<file path="config.mk">
export PLATFORM = sky130hd
export DESIGN_NAME = axi_reg_bank_flat
export DESIGN_NICKNAME = d
export VERILOG_FILES = /design/src/rtl/axi_reg_bank_if.sv /design/src/rtl/axi_reg_bank.sv /design/src/flat_wrapper.sv
export SDC_FILE = /design/constraint.sdc
export NUM_CORES = 1
export LEC_CHECK = 0
export ABC_AREA = 1
export CAP_MARGIN = 20
export CORE_MARGIN = 5
export CORE_UTILIZATION = 56
export CTS_CLUSTER_SIZE = 10
export DETAILED_ROUTE_END_ITERATION = 8
export GPL_TIMING_DRIVEN = 0
export PLACE_DENSITY = 0.84
export SLEW_MARGIN = 20
export SYNTH_ARGS = -nofsm -noshare
export SYNTH_HDL_FRONTEND = slang
export SYNTH_SLANG_ARGS = --single-unit
</file>
<file path="constraint.sdc">
create_clock -name clk -period 5.5 [get_ports clk]
set_input_delay 0.55 -clock clk [delete_from_list [all_inputs] [get_ports clk]]
set_output_delay 0.55 -clock clk [all_outputs]
set_load 0.05 [all_outputs]
</file>
<file path="src/rtl/axi_reg_bank_if.sv">
// Single-beat AXI slave channels (AW, W, B, AR, R) for the register bank.
interface axi_reg_bank_if #(
    parameter int ID_W   = 4,
    parameter int ADDR_W = 32,
    parameter int DATA_W = 32
) ();
    logic [ID_W-1:0]     awid_i;
    logic [ADDR_W-1:0]   awaddr_i;
    logic                awvalid_i;
    logic                awready_o;
    logic [DATA_W-1:0]   wdata_i;
    logic [DATA_W/8-1:0] wstrb_i;
    logic                wlast_i;
    logic                wvalid_i;
    logic                wready_o;
    logic [ID_W-1:0]     bid_o;
    logic [1:0]          bresp_o;
    logic                bvalid_o;
    logic                bready_i;
    logic [ID_W-1:0]     arid_i;
    logic [ADDR_W-1:0]   araddr_i;
    logic                arvalid_i;
    logic                arready_o;
    logic [ID_W-1:0]     rid_o;
    logic [DATA_W-1:0]   rdata_o;
    logic [1:0]          rresp_o;
    logic                rlast_o;
    logic                rvalid_o;
    logic                rready_i;

    modport slave (
        input  awid_i, awaddr_i, awvalid_i, wdata_i, wstrb_i, wlast_i, wvalid_i, bready_i,
               arid_i, araddr_i, arvalid_i, rready_i,
        output awready_o, wready_o, bid_o, bresp_o, bvalid_o,
               arready_o, rid_o, rdata_o, rresp_o, rlast_o, rvalid_o
    );

    modport master (
        output awid_i, awaddr_i, awvalid_i, wdata_i, wstrb_i, wlast_i, wvalid_i, bready_i,
               arid_i, araddr_i, arvalid_i, rready_i,
        input  awready_o, wready_o, bid_o, bresp_o, bvalid_o,
               arready_o, rid_o, rdata_o, rresp_o, rlast_o, rvalid_o
    );
endinterface

</file>
<file path="src/rtl/axi_reg_bank.sv">
// AXI slave register bank: NUM_REGS x DATA_W registers with byte strobes,
// independent AW/W capture, concurrent read channel and SLVERR on bad accesses.
module axi_reg_bank_word #(
    parameter int                DATA_W    = 32,
    parameter logic [DATA_W-1:0] RESET_VAL = '0
) (
    input  logic                clk,
    input  logic                areset,
    input  logic                we,
    input  logic [DATA_W/8-1:0] strb,
    input  logic [DATA_W-1:0]   wdata,
    output logic [DATA_W-1:0]   q
);
    always_ff @(posedge clk or negedge areset) begin
        if (!areset) begin
            q <= RESET_VAL;
        end else if (we) begin
            for (int b = 0; b < DATA_W/8; b++)
                if (strb[b]) q[b*8 +: 8] <= wdata[b*8 +: 8];
        end
    end
endmodule

module axi_reg_bank #(
    parameter int                DATA_W    = 32,
    parameter int                NUM_REGS  = 8,
    parameter int                ID_W      = 4,
    parameter int                ADDR_W    = 32,
    parameter logic [DATA_W-1:0] RESET_VAL = '0
) (
    input  logic                       clk,
    input  logic                       areset,
    axi_reg_bank_if.slave              bus,
    output logic [NUM_REGS*DATA_W-1:0] regs_o
);
    localparam int STRB_W = DATA_W/8;
    localparam int LSB    = $clog2(STRB_W);

    typedef struct packed {
        logic [ID_W-1:0]   id;
        logic [ADDR_W-1:0] addr;
    } aw_req_t;

    typedef struct packed {
        logic [DATA_W-1:0] data;
        logic [STRB_W-1:0] strb;
        logic              last;
    } w_req_t;

    typedef enum logic [1:0] {IDLE, HAVE_AW, HAVE_W, RESP} wr_state_t;
    typedef enum logic       {R_IDLE, R_VALID}             rd_state_t;

    function automatic logic addr_bad(input logic [ADDR_W-1:0] a);
        return ((a >> LSB) >= ADDR_W'(NUM_REGS)) || (a[LSB-1:0] != '0);
    endfunction

    logic [NUM_REGS-1:0][DATA_W-1:0] regs;
    logic [NUM_REGS-1:0]             we;

    wr_state_t         wr_state;
    aw_req_t           aw_q, aw_cur;
    w_req_t            w_q, w_cur;
    logic              awready, wready, bvalid;
    logic [ID_W-1:0]   bid;
    logic [1:0]        bresp;
    logic              aw_hs, w_hs, commit, wr_good;
    logic [ADDR_W-1:0] wr_idx;

    rd_state_t         rd_state;
    logic              arready, rvalid, rd_bad;
    logic [ID_W-1:0]   rid;
    logic [DATA_W-1:0] rdata, rd_word;
    logic [1:0]        rresp;
    logic [ADDR_W-1:0] rd_idx;

    assign aw_hs = bus.awvalid_i && awready;
    assign w_hs  = bus.wvalid_i && wready;

    // The half that arrived first is replayed from its holding register.
    assign aw_cur = (wr_state == HAVE_AW) ? aw_q : {bus.awid_i, bus.awaddr_i};
    assign w_cur  = (wr_state == HAVE_W)  ? w_q  : {bus.wdata_i, bus.wstrb_i, bus.wlast_i};

    assign commit  = (wr_state == IDLE    && aw_hs && w_hs) ||
                     (wr_state == HAVE_AW && w_hs) ||
                     (wr_state == HAVE_W  && aw_hs);
    assign wr_good = !addr_bad(aw_cur.addr) && w_cur.last;
    assign wr_idx  = aw_cur.addr >> LSB;

    for (genvar i = 0; i < NUM_REGS; i++) begin : g_word
        assign we[i] = commit && wr_good && (wr_idx == ADDR_W'(i));
        axi_reg_bank_word #(.DATA_W(DATA_W), .RESET_VAL(RESET_VAL)) u_word (
            .clk   (clk),
            .areset(areset),
            .we    (we[i]),
            .strb  (w_cur.strb),
            .wdata (w_cur.data),
            .q     (regs[i])
        );
    end

    always_ff @(posedge clk or negedge areset) begin
        if (!areset) begin
            wr_state <= IDLE;
            awready  <= 1'b1;
            wready   <= 1'b1;
            bvalid   <= 1'b0;
            bid      <= '0;
            bresp    <= 2'b00;
            aw_q     <= '0;
            w_q      <= '0;
        end else if (commit) begin
            wr_state <= RESP;
            awready  <= 1'b0;
            wready   <= 1'b0;
            bvalid   <= 1'b1;
            bid      <= aw_cur.id;
            bresp    <= wr_good ? 2'b00 : 2'b10;
        end else begin
            case (wr_state)
                IDLE: begin
                    if (aw_hs) begin
                        wr_state <= HAVE_AW;
                        awready  <= 1'b0;
                        aw_q     <= aw_cur;
                    end else if (w_hs) begin
                        wr_state <= HAVE_W;
                        wready   <= 1'b0;
                        w_q      <= w_cur;
                    end
                end
                RESP: begin
                    if (bus.bready_i) begin
                        wr_state <= IDLE;
                        bvalid   <= 1'b0;
                        awready  <= 1'b1;
                        wready   <= 1'b1;
                    end
                end
                default: ;
            endcase
        end
    end

    // Out-of-range indices fall through to zero.
    assign rd_idx = bus.araddr_i >> LSB;
    assign rd_bad = addr_bad(bus.araddr_i);
    always_comb begin
        rd_word = '0;
        for (int i = 0; i < NUM_REGS; i++)
            if (rd_idx == ADDR_W'(i)) rd_word = regs[i];
    end

    always_ff @(posedge clk or negedge areset) begin
        if (!areset) begin
            rd_state <= R_IDLE;
            arready  <= 1'b1;
            rvalid   <= 1'b0;
            rid      <= '0;
            rdata    <= '0;
            rresp    <= 2'b00;
        end else begin
            case (rd_state)
                R_IDLE: begin
                    if (bus.arvalid_i) begin
                        rd_state <= R_VALID;
                        arready  <= 1'b0;
                        rvalid   <= 1'b1;
                        rid      <= bus.arid_i;
                        rdata    <= rd_bad ? '0 : rd_word;
                        rresp    <= rd_bad ? 2'b10 : 2'b00;
                    end
                end
                R_VALID: begin
                    if (bus.rready_i) begin
                        rd_state <= R_IDLE;
                        arready  <= 1'b1;
                        rvalid   <= 1'b0;
                    end
                end
                default: ;
            endcase
        end
    end

    assign bus.awready_o = awready;
    assign bus.wready_o  = wready;
    assign bus.bvalid_o  = bvalid;
    assign bus.bid_o     = bid;
    assign bus.bresp_o   = bresp;
    assign bus.arready_o = arready;
    assign bus.rvalid_o  = rvalid;
    assign bus.rlast_o   = rvalid;
    assign bus.rid_o     = rid;
    assign bus.rdata_o   = rdata;
    assign bus.rresp_o   = rresp;
    assign regs_o        = regs;
endmodule

</file>
<file path="src/flat_wrapper.sv">
// flat-port wrapper written by rule: the top's interface ports become plain ports
module axi_reg_bank_flat 
#(
    parameter int                DATA_W    = 32,
    parameter int                NUM_REGS  = 8,
    parameter int                ID_W      = 4,
    parameter int                ADDR_W    = 32,
    parameter logic [DATA_W-1:0] RESET_VAL = '0
)
  (clk, areset, regs_o, bus_awid_i, bus_awaddr_i, bus_awvalid_i, bus_wdata_i, bus_wstrb_i, bus_wlast_i, bus_wvalid_i, bus_bready_i, bus_arid_i, bus_araddr_i, bus_arvalid_i, bus_rready_i, bus_awready_o, bus_wready_o, bus_bid_o, bus_bresp_o, bus_bvalid_o, bus_arready_o, bus_rid_o, bus_rdata_o, bus_rresp_o, bus_rlast_o, bus_rvalid_o);
  axi_reg_bank_if #(.ID_W(ID_W), .ADDR_W(ADDR_W), .DATA_W(DATA_W)) bus_i ();
  input  logic clk;
  input  logic areset;
  output logic [NUM_REGS*DATA_W-1:0] regs_o;
  input wire logic [$bits(bus_i.awid_i)-1:0] bus_awid_i;
  input wire logic [$bits(bus_i.awaddr_i)-1:0] bus_awaddr_i;
  input wire logic [$bits(bus_i.awvalid_i)-1:0] bus_awvalid_i;
  input wire logic [$bits(bus_i.wdata_i)-1:0] bus_wdata_i;
  input wire logic [$bits(bus_i.wstrb_i)-1:0] bus_wstrb_i;
  input wire logic [$bits(bus_i.wlast_i)-1:0] bus_wlast_i;
  input wire logic [$bits(bus_i.wvalid_i)-1:0] bus_wvalid_i;
  input wire logic [$bits(bus_i.bready_i)-1:0] bus_bready_i;
  input wire logic [$bits(bus_i.arid_i)-1:0] bus_arid_i;
  input wire logic [$bits(bus_i.araddr_i)-1:0] bus_araddr_i;
  input wire logic [$bits(bus_i.arvalid_i)-1:0] bus_arvalid_i;
  input wire logic [$bits(bus_i.rready_i)-1:0] bus_rready_i;
  output wire logic [$bits(bus_i.awready_o)-1:0] bus_awready_o;
  output wire logic [$bits(bus_i.wready_o)-1:0] bus_wready_o;
  output wire logic [$bits(bus_i.bid_o)-1:0] bus_bid_o;
  output wire logic [$bits(bus_i.bresp_o)-1:0] bus_bresp_o;
  output wire logic [$bits(bus_i.bvalid_o)-1:0] bus_bvalid_o;
  output wire logic [$bits(bus_i.arready_o)-1:0] bus_arready_o;
  output wire logic [$bits(bus_i.rid_o)-1:0] bus_rid_o;
  output wire logic [$bits(bus_i.rdata_o)-1:0] bus_rdata_o;
  output wire logic [$bits(bus_i.rresp_o)-1:0] bus_rresp_o;
  output wire logic [$bits(bus_i.rlast_o)-1:0] bus_rlast_o;
  output wire logic [$bits(bus_i.rvalid_o)-1:0] bus_rvalid_o;
  assign bus_i.awid_i = bus_awid_i;
  assign bus_i.awaddr_i = bus_awaddr_i;
  assign bus_i.awvalid_i = bus_awvalid_i;
  assign bus_i.wdata_i = bus_wdata_i;
  assign bus_i.wstrb_i = bus_wstrb_i;
  assign bus_i.wlast_i = bus_wlast_i;
  assign bus_i.wvalid_i = bus_wvalid_i;
  assign bus_i.bready_i = bus_bready_i;
  assign bus_i.arid_i = bus_arid_i;
  assign bus_i.araddr_i = bus_araddr_i;
  assign bus_i.arvalid_i = bus_arvalid_i;
  assign bus_i.rready_i = bus_rready_i;
  assign bus_awready_o = bus_i.awready_o;
  assign bus_wready_o = bus_i.wready_o;
  assign bus_bid_o = bus_i.bid_o;
  assign bus_bresp_o = bus_i.bresp_o;
  assign bus_bvalid_o = bus_i.bvalid_o;
  assign bus_arready_o = bus_i.arready_o;
  assign bus_rid_o = bus_i.rid_o;
  assign bus_rdata_o = bus_i.rdata_o;
  assign bus_rresp_o = bus_i.rresp_o;
  assign bus_rlast_o = bus_i.rlast_o;
  assign bus_rvalid_o = bus_i.rvalid_o;
  axi_reg_bank #(.DATA_W(DATA_W), .NUM_REGS(NUM_REGS), .ID_W(ID_W), .ADDR_W(ADDR_W), .RESET_VAL(RESET_VAL)) u_core (.clk(clk), .areset(areset), .bus(bus_i), .regs_o(regs_o));
endmodule
</file>
Yosys cells after proc, flatten, opt, wreduce, memory -nomap -nowiden
Index checks and enable logic that the tools add are counted.
- word-level logic and storage cells: 185
- register bits after elaboration: 381
- bits of input ports: 116
- $lt $le $gt $ge: 2
- reduce and logical (&&, ||, !) cells: 69
- eq/ne operators: 24
- bitwise logic cells: 3
- muxes and demuxes: 38
- operator list (kind ; number):
    2-to-1 mux 32 bit ; 9
    equality test 30 x 3 -> 1 bit (second input constant) ; 8
    equality test 30 x 2 -> 1 bit (second input constant) ; 4
    AND reduction 2 bit ; 35
    zero test 32 bit ; 2
    equality test 30 x 1 -> 1 bit (second input constant) ; 2
    >= comparator 30 x 4 -> 1 bit (second input constant) ; 2
    2-to-1 mux 37 bit ; 1
    2-to-1 mux 36 bit ; 1
    logical AND 1 bit ; 16
    2-to-1 mux 1 bit ; 15
    2-to-1 mux 2 bit ; 6
    one-hot mux 1 bit (2 select lines) ; 5
    AND reduction 3 bit ; 3
    AND reduction 4 bit ; 2
    nonzero test 2 bit ; 4
    != test 3 x 1 -> 1 bit (second input constant) ; 2
    equality test 2 bit (second input constant) ; 2
    logical OR 1 bit ; 4
    != test 2 bit (second input constant) ; 2
    != test 4 x 1 -> 1 bit (second input constant) ; 1
    one-hot mux 2 bit (2 select lines) ; 1
    != test 3 x 2 -> 1 bit (second input constant) ; 1
    != test 3 bit (second input constant) ; 1
    other kinds (5) ; 7

Longest topological paths before layout
- word-level depth: 10
- mapped depth: 19

Modules after synthesis
A second synthesis with hierarchy kept.
- cells, all modules: 2397
- area, all modules: 18427.7 um2
- modules (own cells, without submodules) (module ; cells each ; sequential area each (um2) ; area an instance (um2) ; instances):
    axi_reg_bank_word ; 140 ; 800.8 ; 1291.2 ; 8
    axi_reg_bank ; 1277 ; 3081.7 ; 8097.8 ; 1

Worst setup path after synthesis
No wires, ideal clock.
- path kind: register to register
- start: register u_core.wr_state[1]
- end: register u_core.g_word[3].u_word.q[0]
- period minus slack after synthesis: 2.446 ns
- setup slack: 3.054 ns
- stages on the path, launching flop included: 15
- arrival time: 2.333 ns
- library setup time: 0.113 ns
- path through: dfrtp_1 inv_1 ha_1 buf_4 inv_2 buf_2 nand2_1 o21ai_0 nor2_1 nand2_2 nor4_4 buf_6 nand4_1 nand2_1 inv_1
- longest elaborated chain between the ends: 9
- RTL lines (item ; RTL line ; source):
    start: declaration ; axi_reg_bank.sv:60 ; wr_state_t wr_state;
    start signal: assignment ; axi_reg_bank.sv:103 ; wr_state <= IDLE;
    start signal: assignment ; axi_reg_bank.sv:112 ; wr_state <= RESP;
    start signal: assignment ; axi_reg_bank.sv:122 ; wr_state <= HAVE_AW;
    equality test 2 x 1 -> 1 bit ; axi_reg_bank.sv:80, axi_reg_bank.sv:84 ;
    2-to-1 mux 36 bit ; axi_reg_bank.sv:80 ; assign aw_cur = (wr_state == HAVE_AW) ? aw_q : {bus.awid_i, bus.awaddr_i};
    >= comparator 30 x 4 -> 1 bit or nonzero test 2 bit (tied branches) ; axi_reg_bank.sv:54 ; return ((a >> LSB) >= ADDR_W'(NUM_REGS)) || (a[LSB-1:0] != '0);
    logical OR 1 bit ; axi_reg_bank.sv:54 ;
    zero test 1 bit ; axi_reg_bank.sv:86 ; assign wr_good = !addr_bad(aw_cur.addr) && w_cur.last;
    logical AND 1 bit ; axi_reg_bank.sv:86 ;
    logical AND 1 bit (2 in series) ; axi_reg_bank.sv:90 ; assign we[i] = commit && wr_good && (wr_idx == ADDR_W'(i));
    AND reduction 2 bit (no line) ; - ;
    end signal: indexed assignment ; axi_reg_bank.sv:19 ; if (strb[b]) q[b*8 +: 8] <= wdata[b*8 +: 8];
    end: declaration ; axi_reg_bank.sv:12 ; output logic [DATA_W-1:0] q
Several ways; a longest one is shown, not always the timed one.
A chain may end at the register's enable or synchronous reset.

Worst setup path after layout
- start: register u_core.wr_state[0]
- end: register u_core.w_q[23] in the netlist's numbering
- longest elaborated chain between the ends: 7
- RTL lines (item ; RTL line ; source):
    zero test 2 bit ; axi_reg_bank.sv:83, axi_reg_bank.sv:119 ;
    logical AND 1 bit (2 in series) ; axi_reg_bank.sv:83 ; assign commit = (wr_state == IDLE && aw_hs && w_hs) ||
    logical OR 1 bit ; axi_reg_bank.sv:83 ;
    logical OR 1 bit ; axi_reg_bank.sv:84 ; (wr_state == HAVE_AW && w_hs) ||
    inverter 1 bit (no line) ; - ;
    AND reduction 4 bit (no line) ; - ;
    end signal: assignment ; axi_reg_bank.sv:128 ; w_q <= w_cur;
    end: declaration ; axi_reg_bank.sv:62 ; w_req_t w_q, w_cur;
Several ways; a longest one is shown, not always the timed one.

==> qor.txt <==
status: finished, violations left
failing checks: design-rule violations
Hold EP: u_core.bus.bid_o[2]
grt ovf: 0
CTS tree: built
chip height: 199 um
nets: 3316
r2r startpoint: u_core.wr_state[0]
Area after DPL: 24900 sq um
die area: 39700 sq um
num ports: 422
syn avg cell area: 7.36 sq um
Vias/cell: 5.97
crit path DAT: 4060 ps
clock sinks: 379
Mapped Area: 20000 sq um
Min-Delay Path Depth: 2
met3 Use GR: 13.4%
Post-Syn Instances: 2724
vias in the first global route: 21.3k
total DRC errors in the routed layout: 1
post-route ant nets: 0
DR pass1 iterations: 9
Tcrit/Tclk final: 66.8%
crit start category: register
Max Root-Sink Buffers: 3
worst skew pair latency: 570 ps
Util after Layout: 73.8%
worst IR drop on VDD: 0.000254 V
wire length of the first global-routing pass: 128000 um
min cycle time layout: 3670 ps
crit path max-delay cell type: nor2_2
Area Overhead vs Synth: 30.6%
initial antenna violation count: 0
total CTS buffers: 44
Hold Startpoint: u_core.bus.bid_o[2]
final wirelength: 86300 um
MaxCap Viol Count: 0
Reg2Reg Setup Slack: 1830 ps
vias post-DR: 22.0k
post-layout instance count excluding filler cells: 3677
Hold WC Path Type: reg -> reg
fmax: 272 MHz
routing usage on met2: 67.0%
# H-tree levels: 2
pin count of the biggest net entering global routing: 98
Crit. End Element: register
cell mode on critical path: nand2_1
Total GRT Usage: 42.4%
Ys Warns: 0
Setup Skew: 17.1 ps
Clock Tree Root: clkbuf_16
Leak: 13.4 nW
clock transition at the registers of the reported paths: 50 ps
# Post-CTS Setup Buffers: 0
sequential fraction of the synthesis area: 47.3%
Worst-Margin Slew: 1220 ps
number of library cell types mapped by synthesis: 35
GR peak layer: met2
RSZ-0062 raised after global routing: false
Max transition margin: 18.3%
final RePlAce weighted congestion: 1.04
Cell Pwr Density: 225 nW/um^2
layout cells sized above 1: 5.57%
crit path kind: reg -> reg
Final Power: 5.88 mW
# resized after CTS: 0
Die Wd: 199 um
Final Hold Viols: 0
most frequent cells in the layout: nand2_1, clkdlybuf4s50_1, inv_1
commonest non-fill, non-tap cell in the layout: nand2_1
HPWL Detailed: 67300 um
grt met1 use: 53.5%
Final Max Tran Viols: 0
final instance area: 26200 sq um
reg2reg end: u_core.w_q[23]
FP Rows: 69
Max stage delay on crit path: 650 ps
initial DRC count: 2971
PortBufs: 419
crit-path cells: inv_1 > ha_1 > buf_2 > inv_1 > o21ai_0 > nand2_1 > nand2_1 > nor2_1 > nand2_1 > nor2_2 > inv_1 > clkbuf_1 > clkbuf_1 > nand2_1 > o21ai_0
crit path launch: u_core.wr_state[0]
core area: 35500 sq um
Inst Count DP: 3609
Critical Path RT: 5880 ps
wire length per cell: 23.5 um
Final setup viols: 0
CP Max Fanout: 10
Synth Register Bits: 379
Setup TNS: 0 ps
Reg2Reg Depth: 15
diodes inserted: 0
Initial Util: 56.5%
[layout make-up]
cell class | instances | area (sq um)
Sequential cell | 379 | 9490
Fill cell | 2699 | 9310
Multi-Input combinational cell | 1767 | 8200
Timing Repair Buffer | 425 | 4330
Inverter | 421 | 1580
Clock buffer | 64 | 1200
Buffer | 158 | 788
Tap cell | 461 | 577
Clock inverter | 2 | 17.5
[cell families (layout without fill, tap and decap cells)]
logic type / count (synthesis) / count (layout) / synth area share [%]
simple gates: 1534 / 1534 / 34.8
buf+inv: 579 / 1070 / 11.8
flops: 379 / 379 / 47.3
compound gates: 227 / 227 / 5.79
fa+ha+maj: 4 / 4 / 0.250
other cells: 1 / 2 / 0.0187
[synth_stat cells, drive strengths merged]
library cell | number | area share (%)
nor4 | 2 | 0.17
o21ai | 134 | 3.4
dfrtp | 376 | 47
buf | 61 | 2.1
dfstp | 3 | 0.39
nand4 | 280 | 8.7
o21a | 1 | 0.037
nor3 | 8 | 0.42
nor2 | 134 | 2.6
or2 | 34 | 1.1
ha | 4 | 0.25
nand2 | 933 | 18
a31oi | 2 | 0.062
a21oi | 90 | 2.2
nand3 | 141 | 4.2
nand3b | 1 | 0.037
clkinv | 2 | 0.037
clkbuf | 97 | 1.8
and2 | 1 | 0.031
inv | 419 | 7.8
conb | 1 | 0.019
[what timing repair did]
action | in CTS | in global routing
hold buffers | 1 | 0
endpoints found under the hold margin | 57 | 0
endpoints found under the setup margin | 0 | 0
[state kept, by name, summed over array words and instances (netlist names)]
| register | cells |
|---|---|
| u_core.g_word.u_word.q | 256 |
| u_core.w_q | 37 |
| u_core.aw_q | 36 |
| u_core.bus.rdata_o | 32 |
| u_core.bus.bid_o | 4 |
| u_core.bus.rid_o | 4 |
| u_core.wr_state | 2 |
| u_core.bus.arready_o | 1 |
| u_core.bus.awready_o | 1 |
| u_core.bus.bresp_o | 1 |
| u_core.bus.bvalid_o | 1 |
| u_core.bus.rlast_o | 1 |
| u_core.bus.rresp_o | 1 |
| u_core.bus.wready_o | 1 |
| u_core.rd_state | 1 |
[through the flow]
| step | hold WS [ps] | setup WS (ps) |
|---|---|---|
| floorplan | 254 | 3050 |
| global route | 501 | 1650 |
| global placement | 456 | -12620 |
| finish | 478 | 1830 |
| CTS | 477 | 1900 |
| detailed placement | 463 | 1800 |
[worst max-delay path, delay by kind of cell (launching register included)]
kind / cells / cell delay [ps]
DFF: 1 / 400
and+or+nand+nor: 6 / 1240
AOI/OAI and AO/OA: 2 / 260
buffers and inverters: 6 / 1340
adders and majority gates: 1 / 260
[worst max-delay path by stage]
stage                               endpoint  slack, ps  depth (start not counted)
2_1_floorplan   u_core.g_word[3].u_word.q[0]       3050                         14
3_3_place_gp                  u_core.w_q[33]     -12620                          1
3_5_place_dp          u_core.bus.rdata_o[28]       1800                         12
4_1_cts                       u_core.w_q[23]       1900                         15
5_1_grt        u_core.g_word[4].u_word.q[27]       1650                         13
6_report                      u_core.w_q[23]       1830                         15
[power by group]
part,switching (mW),internal [mW]
Combinational,0.295,0.132
Sequential,0.00746,2.80
Clock,1.15,1.49
[layer usage]
layer | up-vias | share of wire, % | wire length [um]
met3 | 315 | 13 | 11300
met5 | - | 0 | 0
li1 | 9603 | - | -
met2 | 1636 | 45 | 39200
met1 | 10400 | 36 | 31100
met4 | 0 | 5.5 | 4710
Power figures use the tool's default switching activity.
